File: config.mk
export PLATFORM = sky130hd
export DESIGN_NAME = ema_level_detector
export DESIGN_NICKNAME = d
export VERILOG_FILES = /design/src/rtl/ema_level_detector.sv
export SDC_FILE = /design/constraint.sdc
export NUM_CORES = 1
export LEC_CHECK = 0
export CELL_PAD_IN_SITES_DETAIL_PLACEMENT = 1
export CELL_PAD_IN_SITES_GLOBAL_PLACEMENT = 2
export CORE_MARGIN = 3
export CORE_UTILIZATION = 29
export DETAILED_ROUTE_END_ITERATION = 10
export PLACE_DENSITY = 0.84
export SLEW_MARGIN = 20
export SYNTH_ARGS = -nofsm -noshare
export SYNTH_HDL_FRONTEND = slang
export SYNTH_SLANG_ARGS = --single-unit
File: constraint.sdc
create_clock -name clk -period 3.5 [get_ports clk]
set_clock_uncertainty 0.1 [all_clocks]
set_input_delay 0.525 -clock clk [delete_from_list [all_inputs] [get_ports clk]]
set_output_delay 0.525 -clock clk [all_outputs]
set_load 0.05 [all_outputs]
File: src/rtl/ema_level_detector.sv
// Hysteresis level detector for the EMA filter output.
// It uses two thresholds and only changes level after HOLD_N consecutive qualifying samples.
// Defining EMA_DET_PEAK_TRACK_EN adds a peak_out port that tracks the highest sample of each high episode.
module ema_level_detector #(
  parameter int DATA_W = 8,
  parameter int TH_HI  = 128,
  parameter int TH_LO  = 64,
  parameter int HOLD_N = 4,
  parameter int CNT_W  = 16
) (
  input  logic              clk,
  input  logic              reset,
  input  logic [DATA_W-1:0] ema_in,
  input  logic              in_valid,
  output logic              level_high,
  output logic              rise_pulse,
  output logic              fall_pulse,
  output logic [7:0]        qual_cnt,
`ifdef EMA_DET_PEAK_TRACK_EN
  output logic [CNT_W-1:0]  event_count,
  output logic [DATA_W-1:0] peak_out
`else
  output logic [CNT_W-1:0]  event_count
`endif
);

  typedef enum logic [1:0] {LOW, ARM_HI, HIGH, ARM_LO} state_t;

  localparam logic [DATA_W-1:0] TH_HI_V = DATA_W'(TH_HI);
  localparam logic [DATA_W-1:0] TH_LO_V = DATA_W'(TH_LO);
  localparam logic [7:0]        HOLD_V  = 8'(HOLD_N);
  localparam logic [CNT_W-1:0]  CNT_MAX = {CNT_W{1'b1}};

  state_t     state, state_next;
  logic [7:0] qual_next, qual_inc;
  logic       rise_next, fall_next;
  logic       ge_hi, le_lo;

  assign ge_hi    = (ema_in >= TH_HI_V);
  assign le_lo    = (ema_in <= TH_LO_V);
  assign qual_inc = qual_cnt + 8'd1;

  // Samples that land between the two thresholds never qualify, so they
  // always drop an armed state back to its stable state.
  always_comb begin
    state_next = state;
    qual_next  = qual_cnt;
    rise_next  = 1'b0;
    fall_next  = 1'b0;
    if (in_valid) begin
      case (state)
        LOW: begin
          if (ge_hi) begin
            if (HOLD_V == 8'd1) begin
              state_next = HIGH;
              qual_next  = 8'd0;
              rise_next  = 1'b1;
            end else begin
              state_next = ARM_HI;
              qual_next  = 8'd1;
            end
          end else begin
            qual_next = 8'd0;
          end
        end
        ARM_HI: begin
          if (ge_hi) begin
            if (qual_inc == HOLD_V) begin
              state_next = HIGH;
              qual_next  = 8'd0;
              rise_next  = 1'b1;
            end else begin
              qual_next = qual_inc;
            end
          end else begin
            state_next = LOW;
            qual_next  = 8'd0;
          end
        end
        HIGH: begin
          if (le_lo) begin
            if (HOLD_V == 8'd1) begin
              state_next = LOW;
              qual_next  = 8'd0;
              fall_next  = 1'b1;
            end else begin
              state_next = ARM_LO;
              qual_next  = 8'd1;
            end
          end else begin
            qual_next = 8'd0;
          end
        end
        ARM_LO: begin
          if (le_lo) begin
            if (qual_inc == HOLD_V) begin
              state_next = LOW;
              qual_next  = 8'd0;
              fall_next  = 1'b1;
            end else begin
              qual_next = qual_inc;
            end
          end else begin
            state_next = HIGH;
            qual_next  = 8'd0;
          end
        end
        default: begin
          state_next = LOW;
          qual_next  = 8'd0;
        end
      endcase
    end
  end

  always_ff @(posedge clk) begin
    if (reset) begin
      state       <= LOW;
      qual_cnt    <= 8'd0;
      level_high  <= 1'b0;
      rise_pulse  <= 1'b0;
      fall_pulse  <= 1'b0;
      event_count <= '0;
    end else begin
      state      <= state_next;
      qual_cnt   <= qual_next;
      level_high <= (state_next == HIGH) || (state_next == ARM_LO);
      rise_pulse <= rise_next;
      fall_pulse <= fall_next;
      if (rise_next && (event_count != CNT_MAX)) begin
        event_count <= event_count + CNT_W'(1);
      end
    end
  end

`ifdef EMA_DET_PEAK_TRACK_EN
  // The peak is loaded at the rise and then follows the maximum of the
  // high episode. It is left alone after the fall until the next rise.
  always_ff @(posedge clk) begin
    if (reset) begin
      peak_out <= '0;
    end else if (rise_next) begin
      peak_out <= ema_in;
    end else if (in_valid && ((state == HIGH) || (state == ARM_LO)) && (ema_in > peak_out)) begin
      peak_out <= ema_in;
    end
  end
`endif

endmodule

### After elaboration in Yosys (flattened, before gate mapping)

Index checks and enable logic that the tools add are counted.

| cells by class | value |
|---|---|
| add/subtract/negate cells | 2 |
| order comparisons | 2 |
| equal/unequal tests | 7 |
| muxes and demuxes | 18 |
| bitwise logic cells | 3 |
| reduce and logical (&&, ||, !) cells | 4 |

Operators with widths:

| cell | number |
|---|---|
| 8-bit one-hot mux with 4 select lines | 1 |
| 8-bit 2-to-1 mux | 3 |
| 16-bit by 1-bit adder with 16-bit output (second input constant) | 1 |
| 16-bit inequality test (second input constant) | 1 |
| 2-bit 2-to-1 mux | 7 |
| 8-bit by 1-bit adder with 8-bit output (second input constant) | 1 |
| 2-bit equality test (second input constant) | 4 |
| 8-bit by 3-bit equality test with 1-bit output (second input constant) | 1 |
| 8-bit greater-or-equal comparator (second input constant) | 1 |
| 8-bit by 7-bit <= comparator with 1-bit output (second input constant) | 1 |
| 2-bit one-hot mux with 4 select lines | 1 |
| 1-bit 2-to-1 mux | 6 |
| 4-bit OR reduction | 1 |
| 1-bit NOT | 3 |
| 2-bit by 1-bit equality test with 1-bit output (second input constant) | 1 |
| 2-bit logical NOT | 1 |
| 1-bit logical AND | 1 |
| 1-bit logical OR | 1 |

| storage, ports and cells | value |
|---|---|
| register bits after elaboration | 29 |
| bits of input ports | 11 |
| output and inout port bits | 27 |

### Depth between registers and ports, before layout

Gate-level depths: netlist of run 1.

| logic depth | value |
|---|---|
| word-level depth | 8 |
| gate-level depth with buffers | 8 |

### Worst setup path after synthesis of run 1

No wires, ideal clock.

| timing | value |
|---|---|
| path type | reg-to-reg |
| from | register qual_cnt[0] |
| to | register event_count[13] |
| arrival | 2,390 ps |
| required time | 3,279 ps |
| setup slack | 889 ps |
| cell stages (with the launch flop) | 8 |
| clock period less this slack | 2,611 ps |
| cells stage by stage | dfxtp_1 > ha_1 > or3b_2 > nor4_4 > o21ai_2 > buf_6 > nor4_1 > mux2_2 |

| on the way | value |
|---|---|
| longest elaborated chain between the ends | 7 |

Ends and longest elaborated chain:

| element | line | text |
|---|---|---|
| start: declaration | 18 | `output logic [7:0] qual_cnt,` |
| start signal: assignment | 126 | `qual_cnt <= qual_next;` |
| 8-bit by 1-bit adder with 8-bit output | 41 | `assign qual_inc = qual_cnt + 8'd1;` |
| 8-bit by 3-bit equality test with 1-bit output | 68 | `if (qual_inc == HOLD_V) begin` |
| 1-bit 2-to-1 mux | 68 |  |
| 1-bit 2-to-1 mux | 67 | `if (ge_hi) begin` |
| 1-bit 2-to-1 mux | 51 | `case (state)` |
| 1-bit 2-to-1 mux | 50 | `if (in_valid) begin` |
| 1-bit logical AND | 130 | `if (rise_next && (event_count != CNT_MAX)) begin` |
| end signal: assignment | 131 | `event_count <= event_count + CNT_W'(1);` |
| end: declaration | 23 | `output logic [CNT_W-1:0] event_count` |

No other way between the ends.
A chain may end at the register's enable or synchronous reset.

### Worst setup path in the final report of run 1

| timing | value |
|---|---|
| from | register event_count[4] |
| to | register event_count[9] |

| on the way | value |
|---|---|
| longest elaborated chain between the ends | 2 |

Ends and longest elaborated chain:

| element |
|---|
| branches (longest 2 deep; another with 16-bit by 1-bit adder with 16-bit output) |

Parallel ways; which one is timed is not known.

==> impl_summary.txt, run 1 <==
----------------------------------------------------
[Timing]
  Minimum period implied by the final worst setup slack ... between 2 and 3 ns
  Worst Setup Slack, final ... about 0.75 ns
  Final setup fails ... 0
  Achievable Freq ... between 300 and 400 MHz
  Measured slew at the worst slew-check pin ... about 0.79 ns
  Unrepaired setup endpoints after global routing ... false
  Final-report max-slew violation count ... 0
  Final-report hold violation count ... 0
  Post-route fraction of the period consumed by the critical path ... 0.785
  Worst slew margin relative to its limit ... 0.471
  Setup tns final ... 0 ns

[Critical path]
  CP endpoint kind ... register
  Critical Path RT ... ~3.6 ns
  Critical path arrival ... around 2.8 ns
  Setup Crit Path Kind ... register to register
  Critical path fanouts, max ... 22
  Reg-to-reg slack, setup ... 0.75 ns
  Nature of the critical path startpoint ... register

[Cells and area]
  Final Instance Count excl. Fillers ... between 200 and 300
  Share of post-route cells with drive strength above 1 ... 0.0657
  Synth-to-Final Area Change ... 35.4%
  Fill cell instance count of the final layout ... between 500 and 600
  Count of inserted antenna diode cells ... 0
  Finished layout cell area ... just under 0.002 sq mm
  Nets ... 226

[Route]
  Detailed Routing Iterations Pass 1 ... 4
  Post-route antenna net violation count ... 0
  Post-detailed-route DRC marker count ... 0
  Number of vias after detailed routing ... between 1,000 and 1,500
  Vias per inst ... about 5.1
  First-iteration detailed-routing DRC count ... 67
  Average routed wire per standard cell ... 14.8 um
  Aggregate routed wire length ... between 4000 and 5000 um

[Place]
  Routability cong. ... between 0.7 and 0.8
  Setup slack after placement ... approximately 0.66 ns
  Hpwl dp ... ~3100 um
  Port-buffer cells ... 37
  Cell count after placement ... about 270
  Placed inst area ... ~0.0019 sq mm

[CTS]
  Depth of the CTS H-tree ... 2
  Number of CTS-inserted buffers ... 5
  Post-CTS setup buffers ... 0
  PostCTS Resize Cnt ... 0
  Cts hold-fix bufs ... 0
  Maximum clock insertion buffer count ... 2
  Clock Latency Late Sink ... between 0.2 and 0.3 ns
  TritonCTS clock tree ... built
  Clock Tree Root ... clkbuf_8
  Clock Sink Count ... 29
  Clock slew seen by the registers of the worst setup and hold paths ... ~0.06 ns

[Floorplan]
  Effective utilization at floorplan ... 0.303
  Number of top-level pins ... 38
  Horiz. Die Dim ... roughly 77 um
  DIE AREA ... 0.00588 sq mm
  Vertical die dimension ... roughly 77 um
  Placement Rows ... 25
  Core area ... roughly 0.0048 sq mm

[Synthesis]
  EDFF count, synth ... 0
  Cell count after synthesis ... ~180
  Cell area after synthesis ... between 0.001 and 0.0015 sq mm
  Mapped Nets ... approximately 190
  Number of distinct standard cells referenced by the synthesized netlist ... 39
  Mapped Avg Cell Area ... between 8 and 9 sq um
  Most instantiated flip-flop cell in the synthesis netlist ... dfxtp_1
  Register bit total from synthesis ... 29
  Fraction of the yosys area taken by sequential cells ... 0.401
  Number of warnings reported in the yosys synthesis log ... 0
  Async set or reset register ratio after synthesis ... 0

[GRT]
  Global-route wire length before repair ... 7050 um
  Global routing usage summed across all routing layers ... 0.147
  GRT overflow ... 0
  Vias in the first global route ... 1,489
  Maximum number of pins on one net before global-route repair ... 32
  Antenna violations before repair ... 0

[Pwr]
  Static power due to leakage ... approximately 0.64 nW
  Ratio of total power to cell area ... between 300 and 400 mW/mm^2
  Worst IR drop on VDD ... ~0.13 mV

[Run]
  Max capacitance violation total ... 0

[Worst hold path]
  Type of the tightest min-delay check ... register to register

[Outcome]
  Outcome ... completed

----------------------------------------------------
[Yosys cell counts (2+ instances only)]
cell type	instances	area share
dfxtp_1	29	0.40
nand2_1	17	0.044
a21oi_1	16	0.055
nor2_1	16	0.041
o21ai_0	9	0.031
nand3_1	8	0.028
or4_1	7	0.036
inv_1	6	0.016
and3_1	5	0.022
o31ai_1	5	0.026
or3_1	5	0.022
clkbuf_1	4	0.010
nand4_1	4	0.017
nor4_1	4	0.017
mux2_2	3	0.023
nor2b_1	3	0.013
nor3_1	3	0.010
o211ai_1	3	0.016
xnor2_1	3	0.018
a32oi_1	2	0.012
and2_1	2	0.0086
ha_1	2	0.017
nand2b_1	2	0.0086
xor2_1	2	0.012
[final timing paths]
path | start | end | cells past startpoint
min | event_count[14]$_SDFFE_PP0P_ | event_count[14]$_SDFFE_PP0P_ | 2
min reg2reg | event_count[14]$_SDFFE_PP0P_ | event_count[14]$_SDFFE_PP0P_ | 2
max | event_count[4]$_SDFFE_PP0P_ | event_count[9]$_SDFFE_PP0P_ | 5
max reg2reg | event_count[4]$_SDFFE_PP0P_ | event_count[9]$_SDFFE_PP0P_ | 5
[critical path, stage by stage (launching register included)]
cell,delay [ns]
dfxtp_1,0.42
nand4_1,0.23
or4_1,0.65
o21ai_2,0.68
or4_1,0.23
mux2_2,0.32
[registers in the layout, summed over array words and instances, names as in the netlist]
name and count:
event_count 16, qual_cnt 8, rise_pulse 1, state 2, fall_pulse 1, level_high 1
[cells in the final DEF, fill, tap and decap left out, drive strengths merged, types with 6 or more instances in the layout]
cell type / netlist / final
o21ai: 11 / 11
clkdlybuf4s50: 0 / 37
nand3: 8 / 8
clkbuf: 4 / 7
nor2: 16 / 16
a21oi: 16 / 16
nand2: 17 / 17
or4: 8 / 8
inv: 6 / 6
dfxtp: 29 / 29
[cells by family (layout without fill, tap and decap cells)]
family | count (synthesis) | count (layout) | synth area share
flops | 29 | 29 | 0.401
simple gates | 83 | 83 | 0.321
fa+ha+maj | 2 | 2 | 0.0173
mux | 4 | 4 | 0.0302
xor+xnor | 5 | 5 | 0.0302
compound gates | 39 | 39 | 0.161
buf+inv | 13 | 51 | 0.0397
[power breakdown]
group	total, mW	internal (mW)	switching, mW
logic	0.0342	0.0153	0.0189
registers	0.334	0.331	0.00239
clock network	0.276	0.156	0.120
total	0.644	0.502	0.141
[per-stage QoR]
| step | hold WS [ns] | utilization | power [mW] |
|---|---|---|---|
| finish | 0.413 | 0.410 | 0.644 |
| global route | 0.439 | 0.410 | 0.683 |
| CTS | 0.418 | 0.410 | 0.651 |
| detailed placement | 0.410 | 0.392 | 0.376 |
| global placement | 0.385 | 0.392 | 0.374 |
| floorplan | 0.389 | - | 0.356 |
[metal layers]
metal	global-route usage	up-vias	share of wire
met4	0.0471	0	0.014
met3	0.0458	6	0.035
met1	0.170	691	0.44
met2	0.255	25	0.51
li1	-	718	-
met5	0	-	0
[area by class of cell]
| cell class | instances | area, sq um | area share |
|---|---|---|---|
| clock buffers | 7 | 86.3 | 0.0440 |
| inverters | 6 | 22.5 | 0.0115 |
| multi-input cells | 133 | 811 | 0.413 |
| flip-flops and latches | 29 | 581 | 0.296 |
| well taps | 67 | 83.8 | 0.0427 |
| repair buffers | 38 | 378 | 0.193 |
Power figures use the tool's default switching activity.
==> run 2: changes to the inputs <==
--- a/config.mk
+++ b/config.mk
@@ -8,9 +8,9 @@
 export CELL_PAD_IN_SITES_DETAIL_PLACEMENT = 1
 export CELL_PAD_IN_SITES_GLOBAL_PLACEMENT = 2
 export CORE_MARGIN = 3
-export CORE_UTILIZATION = 29
+export CORE_UTILIZATION = 25
 export DETAILED_ROUTE_END_ITERATION = 10
-export PLACE_DENSITY = 0.84
+export PLACE_DENSITY = 0.77
 export SLEW_MARGIN = 20
 export SYNTH_ARGS = -nofsm -noshare
 export SYNTH_HDL_FRONTEND = slang
==> constraint.sdc (replaced) <==
create_clock -name clk -period 2.46 [get_ports clk]
set_clock_uncertainty 0.1 [all_clocks]
set_input_delay 0.369 -clock clk [delete_from_list [all_inputs] [get_ports clk]]
set_output_delay 0.369 -clock clk [all_outputs]
set_load 0.05 [all_outputs]
==> run 2 against run 1 <==
Sequential share of layout area down 2.2 points; combinational power up 70%; utilization down 2.4 points; final area up 9.7%; cell count up 9.3%; hold slack worse by 0.0021 ns; clock power up 38%; flip-flop and latch count unchanged; critical path depth up 2; wire length up 3.0%; total power up 42%.
==> impl_summary.txt, run 2 (synthesis results as in run 1) <==
----------------------------------------------------
[Floorplan]
  Core area ... 0.00557 sq mm (was 0.00479 sq mm)
  Placement Rows ... 27 (was 25)
  Number of top-level pins ... 38 (unchanged)
  Horiz. Die Dim ... 82.1 um (was 76.7 um)
  DIE AREA ... 0.00675 sq mm (was 0.00588 sq mm)
  Vertical die dimension ... 82.1 um (was 76.7 um)
  Effective utilization at floorplan ... 0.260 (was 0.303)

[Cells and area]
  Most common library cell in the layout ignoring fill and taps ... clkdlybuf4s50_1 (unchanged)
  Finished layout cell area ... 0.00215 sq mm (was 0.00196 sq mm)
  Util after Layout ... 0.386 (was 0.410)
  Commonest non-fill, non-tap cells in the layout ... clkdlybuf4s50_1, dfxtp_1, buf_4 (was clkdlybuf4s50_1, dfxtp_1, nand2_1)
  Top register by number of flip-flops ... event_count (unchanged)
  Count of inserted antenna diode cells ... 0 (unchanged)
  Top flop regs ... event_count (16), qual_cnt (8), state (2) (unchanged)
  Number of flip-flops in the largest register ... 16 (unchanged)
  Nets ... 246 (was 226)
  Fill cell instance count of the final layout ... 669 (was 588)
  Share of post-route cells with drive strength above 1 ... 0.175 (was 0.0657)
  Synth-to-Final Area Change ... 48.5% (was 35.4%)

[Timing]
  Final-report max-slew violation count ... 0 (unchanged)
  Worst slew margin relative to its limit ... 0.633 (was 0.471)
  Final setup fails ... 0 (unchanged)
  Measured slew at the worst slew-check pin ... 0.548 ns (was 0.794 ns)
  Unrepaired setup endpoints after global routing ... false (unchanged)
  Post-route fraction of the period consumed by the critical path ... 0.955 (was 0.785)
  Hold slack final ... 0.411 ns (was 0.413 ns)
  Worst Setup Slack, final ... 0.112 ns (was 0.751 ns)
  Achievable Freq ... 426 MHz (was 364 MHz)
  Minimum period implied by the final worst setup slack ... 2.35 ns (was 2.75 ns)
  Setup tns final ... 0 ns (unchanged)
  Final-report hold violation count ... 0 (unchanged)

[Pwr]
  Ratio of total power to cell area ... 424 mW/mm^2 (was 328 mW/mm^2)
  Static power due to leakage ... 0.737 nW (was 0.639 nW)
  Worst IR drop on VDD ... 0.169 mV (was 0.132 mV)

[Route]
  Number of vias after detailed routing ... 1,501 (was 1,440)
  Post-detailed-route DRC marker count ... 0 (unchanged)
  Vias per inst ... 4.91 (was 5.14)
  First-iteration detailed-routing DRC count ... 39 (was 67)
  Aggregate routed wire length ... 4260 um (was 4140 um)
  Post-route antenna net violation count ... 0 (unchanged)
  Detailed Routing Iterations Pass 1 ... 4 (unchanged)
  Average routed wire per standard cell ... 13.9 um (was 14.8 um)

[Critical path]
  Nature of the critical path startpoint ... register (unchanged)
  Buf/Inv on CP ... 1 (was 0)
  CP endpoint kind ... register (unchanged)
  Critical path fanouts, max ... 5 (was 22)
  Setup Crit Path Kind ... register to register (unchanged)
  Critical Path Slowest Stage Cell ... or4_1 (was o21ai_2)
  Reg-to-reg slack, setup ... 0.11 ns (was 0.75 ns)
  Cell class contributing the biggest share of worst-path delay ... simple AND/OR/NAND/NOR gates (unchanged)
  Cell-by-cell listing of the critical path ... ha_4 -> or3b_4 -> nor4_4 -> buf_4 -> o21ai_2 -> or4_1 -> a21oi_1 (was nand4_1 -> or4_1 -> o21ai_2 -> or4_1 -> mux2_2)
  Longest individual stage delay on the worst path ... 0.51 ns (was 0.68 ns)
  Critical path arrival ... 2.46 ns (was 2.81 ns)
  Critical Path RT ... 2.57 ns (was 3.56 ns)

[GRT]
  Maximum number of pins on one net before global-route repair ... 16 (was 32)
  Global-route layer with the greatest usage ... met2 (unchanged)
  GRT overflow ... 0 (unchanged)
  Vias in the first global route ... 1,405 (was 1,489)
  Met2 global-route usage ... 0.193 (was 0.255)
  Global routing usage summed across all routing layers ... 0.134 (was 0.147)
  Antenna violations before repair ... 0 (unchanged)
  Met3 global-route usage ... 0.0380 (was 0.0458)
  GR met1 Demand/Resource ... 0.190 (was 0.170)
  Global-route wire length before repair ... 6890 um (was 7050 um)

[CTS]
  Maximum clock insertion buffer count ... 2 (unchanged)
  Clock Tree Root ... clkbuf_8 (unchanged)
  Number of CTS-inserted buffers ... 5 (unchanged)
  Cts hold-fix bufs ... 0 (unchanged)
  Depth of the CTS H-tree ... 2 (unchanged)
  Clock Latency Late Sink ... 0.28 ns (was 0.27 ns)
  Clock slew seen by the registers of the worst setup and hold paths ... 0.06 ns (about the same)
  TritonCTS clock tree ... built (unchanged)
  Clock Sink Count ... 29 (unchanged)

[Run]
  Max capacitance violation total ... 0 (unchanged)

[Place]
  Setup slack after placement ... 0.00835 ns (was 0.663 ns)
  Port-buffer cells ... 37 (unchanged)
  Placed inst area ... 0.00202 sq mm (was 0.00188 sq mm)
  Routability cong. ... 0.743 (was 0.792)
  Hpwl dp ... 3100 um (was 3150 um)

[Worst hold path]
  Type of the tightest min-delay check ... register to register (unchanged)

[Outcome]
  Outcome ... completed (unchanged)

----------------------------------------------------
## run 2: worst min-delay path, cell delays in order, from the launching register on
cell     delay [ns]
dfxtp_4        0.36
nand2_1        0.06
a21oi_1        0.05
## run 2: path summary, 6_finish.rpt
path	start	endpoint	cells past startpoint
max	qual_cnt[0]$_SDFFE_PP0P_	event_count[14]$_SDFFE_PP0P_	7
min reg2reg	qual_cnt[0]$_SDFFE_PP0P_	qual_cnt[0]$_SDFFE_PP0P_	2
max reg2reg	qual_cnt[0]$_SDFFE_PP0P_	event_count[14]$_SDFFE_PP0P_	7
min	qual_cnt[0]$_SDFFE_PP0P_	qual_cnt[0]$_SDFFE_PP0P_	2
## run 2: report_power, final
| group | switching, mW | internal (mW) | total, mW |
|---|---|---|---|
| registers | 0.00204 | 0.471 | 0.473 |
| clock network | 0.180 | 0.201 | 0.381 |
| logic | 0.0301 | 0.0281 | 0.0582 |
## run 2: layout make-up
type / count / area, sq um / share of cell area
Sequential cell: 29 / 589 / 0.274
Inverter: 6 / 22.5 / 0.0105
Clock buffer: 8 / 80.1 / 0.0372
Timing Repair Buffer: 57 / 520 / 0.242
Tap cell: 72 / 90.1 / 0.0419
Multi-Input combinational cell: 134 / 850 / 0.395
## run 2: routing by layer
metal  up-vias  share of wire
met5         -              0
met4         0          0.015
met3         5          0.041
met2        25           0.43
met1       715           0.52
li1        756              -
## run 2: per-stage QoR
stage	std cells	total power, mW
2_1_floorplan	175	0.507
3_3_place_gp	295	0.542
3_5_place_dp	295	0.542
4_1_cts	303	0.929
5_1_grt	306	0.954
6_report	306	0.912
## run 2: repair_timing
action                                  4_1_cts  5_1_grt
resized for setup                             0        7
endpoints found under the setup margin        0       12
buffers inserted                              0        2
==> run 3: changes to the inputs <==
--- a/config.mk
+++ b/config.mk
@@ -7,7 +7,7 @@
 export LEC_CHECK = 0
 export CELL_PAD_IN_SITES_DETAIL_PLACEMENT = 1
 export CELL_PAD_IN_SITES_GLOBAL_PLACEMENT = 2
-export CORE_MARGIN = 3
+export CORE_MARGIN = 5
 export CORE_UTILIZATION = 25
 export DETAILED_ROUTE_END_ITERATION = 10
 export PLACE_DENSITY = 0.77
==> run 3 against run 2 <==
Wire length rose by 0.63%; global-route usage shrank 0.68 points; sequential share of layout area grew 0.24 points; worst setup slack improved by 0.029 ns; cell count decreased by 0.65%; clock power is 18% higher; count of clock-buffer cells in the layout fell by 1; first-iteration DRC count rose by 36%; register-to-register slack improved by 0.03 ns; highest routed layer unchanged.
==> impl_summary.txt, run 3 (synthesis results as in run 1) <==
----------------------------------------------------
[Critical path]
  Critical path arrival ... 2.39 ns (was 2.46 ns)
  Nature of the critical path startpoint ... register (unchanged)
  Setup Crit Path Kind ... register to register (unchanged)
  Critical path fanouts, max ... 11 (was 5)
  Reg-to-reg slack, setup ... 0.14 ns (was 0.11 ns)
  Worst R2R Path Depth ... 6 (was 7)
  CP endpoint kind ... register (unchanged)
  Critical Path RT ... 2.53 ns (was 2.57 ns)

[Worst hold path]
  Type of the tightest min-delay check ... register to register (unchanged)
  Number of cells on the worst hold path ... 2 (unchanged)

[GRT]
  Global routing usage summed across all routing layers ... 0.127 (was 0.134)
  Global-route wire length before repair ... 7470 um (was 6890 um)
  Antenna violations before repair ... 0 (unchanged)
  Vias in the first global route ... 1,483 (was 1,405)
  GRT overflow ... 0 (unchanged)
  Maximum number of pins on one net before global-route repair ... 15 (was 16)

[Floorplan]
  DIE AREA ... 0.00742 sq mm (was 0.00675 sq mm)
  Number of top-level pins ... 38 (unchanged)
  Core area ... 0.00557 sq mm (unchanged)
  Vertical die dimension ... 86.1 um (was 82.1 um)
  Placement Rows ... 27 (unchanged)
  Effective utilization at floorplan ... 0.260 (unchanged)
  Horiz. Die Dim ... 86.1 um (was 82.1 um)

[Cells and area]
  Count of inserted antenna diode cells ... 0 (unchanged)
  Nets ... 244 (was 246)
  Top flop regs ... event_count (16), qual_cnt (8), state (2) (unchanged)
  Commonest non-fill, non-tap cells in the layout ... clkdlybuf4s50_1, dfxtp_1, buf_4 (unchanged)
  Fill cell instance count of the final layout ... 679 (was 669)
  Top register by number of flip-flops ... event_count (unchanged)
  Finished layout cell area ... 0.00212 sq mm (was 0.00215 sq mm)
  Synth-to-Final Area Change ... 46.6% (was 48.5%)
  Share of post-route cells with drive strength above 1 ... 0.168 (was 0.175)
  Most common library cell in the layout ignoring fill and taps ... clkdlybuf4s50_1 (unchanged)
  Number of flip-flops in the largest register ... 16 (unchanged)

[CTS]
  Clock Tree Root ... clkbuf_8 (unchanged)
  Post-CTS setup buffers ... 0 (unchanged)
  Clock slew seen by the registers of the worst setup and hold paths ... 0.07 ns (was 0.06 ns)
  Clock Latency Late Sink ... 0.28 ns (about the same)
  Number of CTS-inserted buffers ... 5 (unchanged)
  TritonCTS clock tree ... built (unchanged)
  Maximum clock insertion buffer count ... 2 (unchanged)
  Depth of the CTS H-tree ... 2 (unchanged)
  Clock Sink Count ... 29 (unchanged)
  Cts hold-fix bufs ... 0 (unchanged)
  PostCTS Resize Cnt ... 0 (unchanged)

[Timing]
  Measured slew at the worst slew-check pin ... 0.508 ns (was 0.548 ns)
  Worst slew margin relative to its limit ... 0.660 (was 0.633)
  Setup tns final ... 0 ns (unchanged)
  Post-route fraction of the period consumed by the critical path ... 0.943 (was 0.955)
  Final-report hold violation count ... 0 (unchanged)
  Minimum period implied by the final worst setup slack ... 2.32 ns (was 2.35 ns)
  Final setup fails ... 0 (unchanged)
  Unrepaired setup endpoints after global routing ... false (unchanged)
  Achievable Freq ... 431 MHz (was 426 MHz)
  Final-report max-slew violation count ... 0 (unchanged)

[Place]
  Hpwl dp ... 3230 um (was 3100 um)
  Port-buffer cells ... 37 (unchanged)
  Placed inst area ... 0.00202 sq mm (about the same)
  Routability cong. ... 0.759 (was 0.743)

[Outcome]
  Outcome ... completed (unchanged)

[Route]
  First-iteration detailed-routing DRC count ... 53 (was 39)
  Average routed wire per standard cell ... 14.1 um (was 13.9 um)
  Number of vias after detailed routing ... 1,481 (was 1,501)
  Aggregate routed wire length ... 4280 um (was 4260 um)
  Vias per inst ... 4.87 (was 4.91)
  Detailed Routing Iterations Pass 1 ... 4 (unchanged)
  Post-detailed-route DRC marker count ... 0 (unchanged)
  Post-route antenna net violation count ... 0 (unchanged)

[Pwr]
  Sequential share of power ... 0.483 (was 0.518)
  Worst IR drop on VDD ... 0.201 mV (was 0.169 mV)
  Ratio of total power to cell area ... 461 mW/mm^2 (was 424 mW/mm^2)
  Switching pwr ... 227 uW (was 213 uW)
  Internal power ... 752 uW (was 700 uW)
  Static power due to leakage ... 0.742 nW (was 0.737 nW)
  Comb power frac ... 0.059 (was 0.064)
  Relative contribution of the clock network to total power ... 0.458 (was 0.418)
  Switch share ... 0.232 (was 0.233)

[Run]
  Max capacitance violation total ... 0 (unchanged)

----------------------------------------------------
-- run 3: cell types whose count changed in the layout (fill, tap and decap cells not counted), moves of 2 or more --
cell,delta
clkbuf_8,+2
a21oi_2,-2
clkbuf_1,-3
a21oi_1,+2
-- run 3: routing by layer --
metal	vias up	global-route usage	share of wire
li1	755	-	-
met1	703	0.178	0.49
met2	17	0.188	0.46
met3	6	0.0317	0.033
met4	0	0.0432	0.015
met5	-	0	0
-- run 3: final cells by class --
cell class | instances | area, sq um | area share
flip-flops and latches | 29 | 587 | 0.276
clock inverters | 1 | 5.00 | 0.00236
multi-input cells | 133 | 811 | 0.382
inverters | 6 | 22.5 | 0.0106
clock buffers | 7 | 96.3 | 0.0453
well taps | 72 | 90.1 | 0.0424
repair buffers | 56 | 513 | 0.241
-- run 3: path summary, 6_finish.rpt --
path / start / endpoint
setup reg to reg: qual_cnt[0]$_SDFFE_PP0P_ / event_count[9]$_SDFFE_PP0P_
hold reg to reg: event_count[7]$_SDFFE_PP0P_ / event_count[7]$_SDFFE_PP0P_
hold / removal: event_count[7]$_SDFFE_PP0P_ / event_count[7]$_SDFFE_PP0P_
setup / recovery: qual_cnt[0]$_SDFFE_PP0P_ / event_count[9]$_SDFFE_PP0P_
-- run 3: power groups by stage --
stage               Sequential (mW)  Clock [mW]  Combinational [mW]
CTS                           0.472       0.462              0.0589
floorplan                     0.487           0              0.0200
finish                        0.472       0.448              0.0582
global route                  0.472       0.484              0.0649
global placement              0.483           0              0.0582
detailed placement            0.483           0              0.0585
-- run 3: stage by stage --
| step | hold slack [ns] | power (mW) | util | setup slack [ns] | std cells |
|---|---|---|---|---|---|
| 6_report | 0.407 | 0.979 | 0.381 | 0.140 | 304 |
| 5_1_grt | 0.422 | 1.02 | 0.381 | 0.0273 | 304 |
| 4_1_cts | 0.408 | 0.993 | 0.381 | 0.147 | 304 |
| 3_5_place_dp | 0.392 | 0.542 | 0.363 | 0.00430 | 296 |
| 3_3_place_gp | 0.385 | 0.541 | 0.363 | 0.0278 | 296 |
| 2_1_floorplan | 0.389 | 0.507 | - | 0.0105 | 175 |
-- run 3: critical path: stages (launching register included) --
cell     delay, ns
dfxtp_2       0.33
ha_1          0.17
or3b_2        0.51
nor4_4        0.19
o21ai_2       0.19
or4_1         0.44
mux2_2        0.28
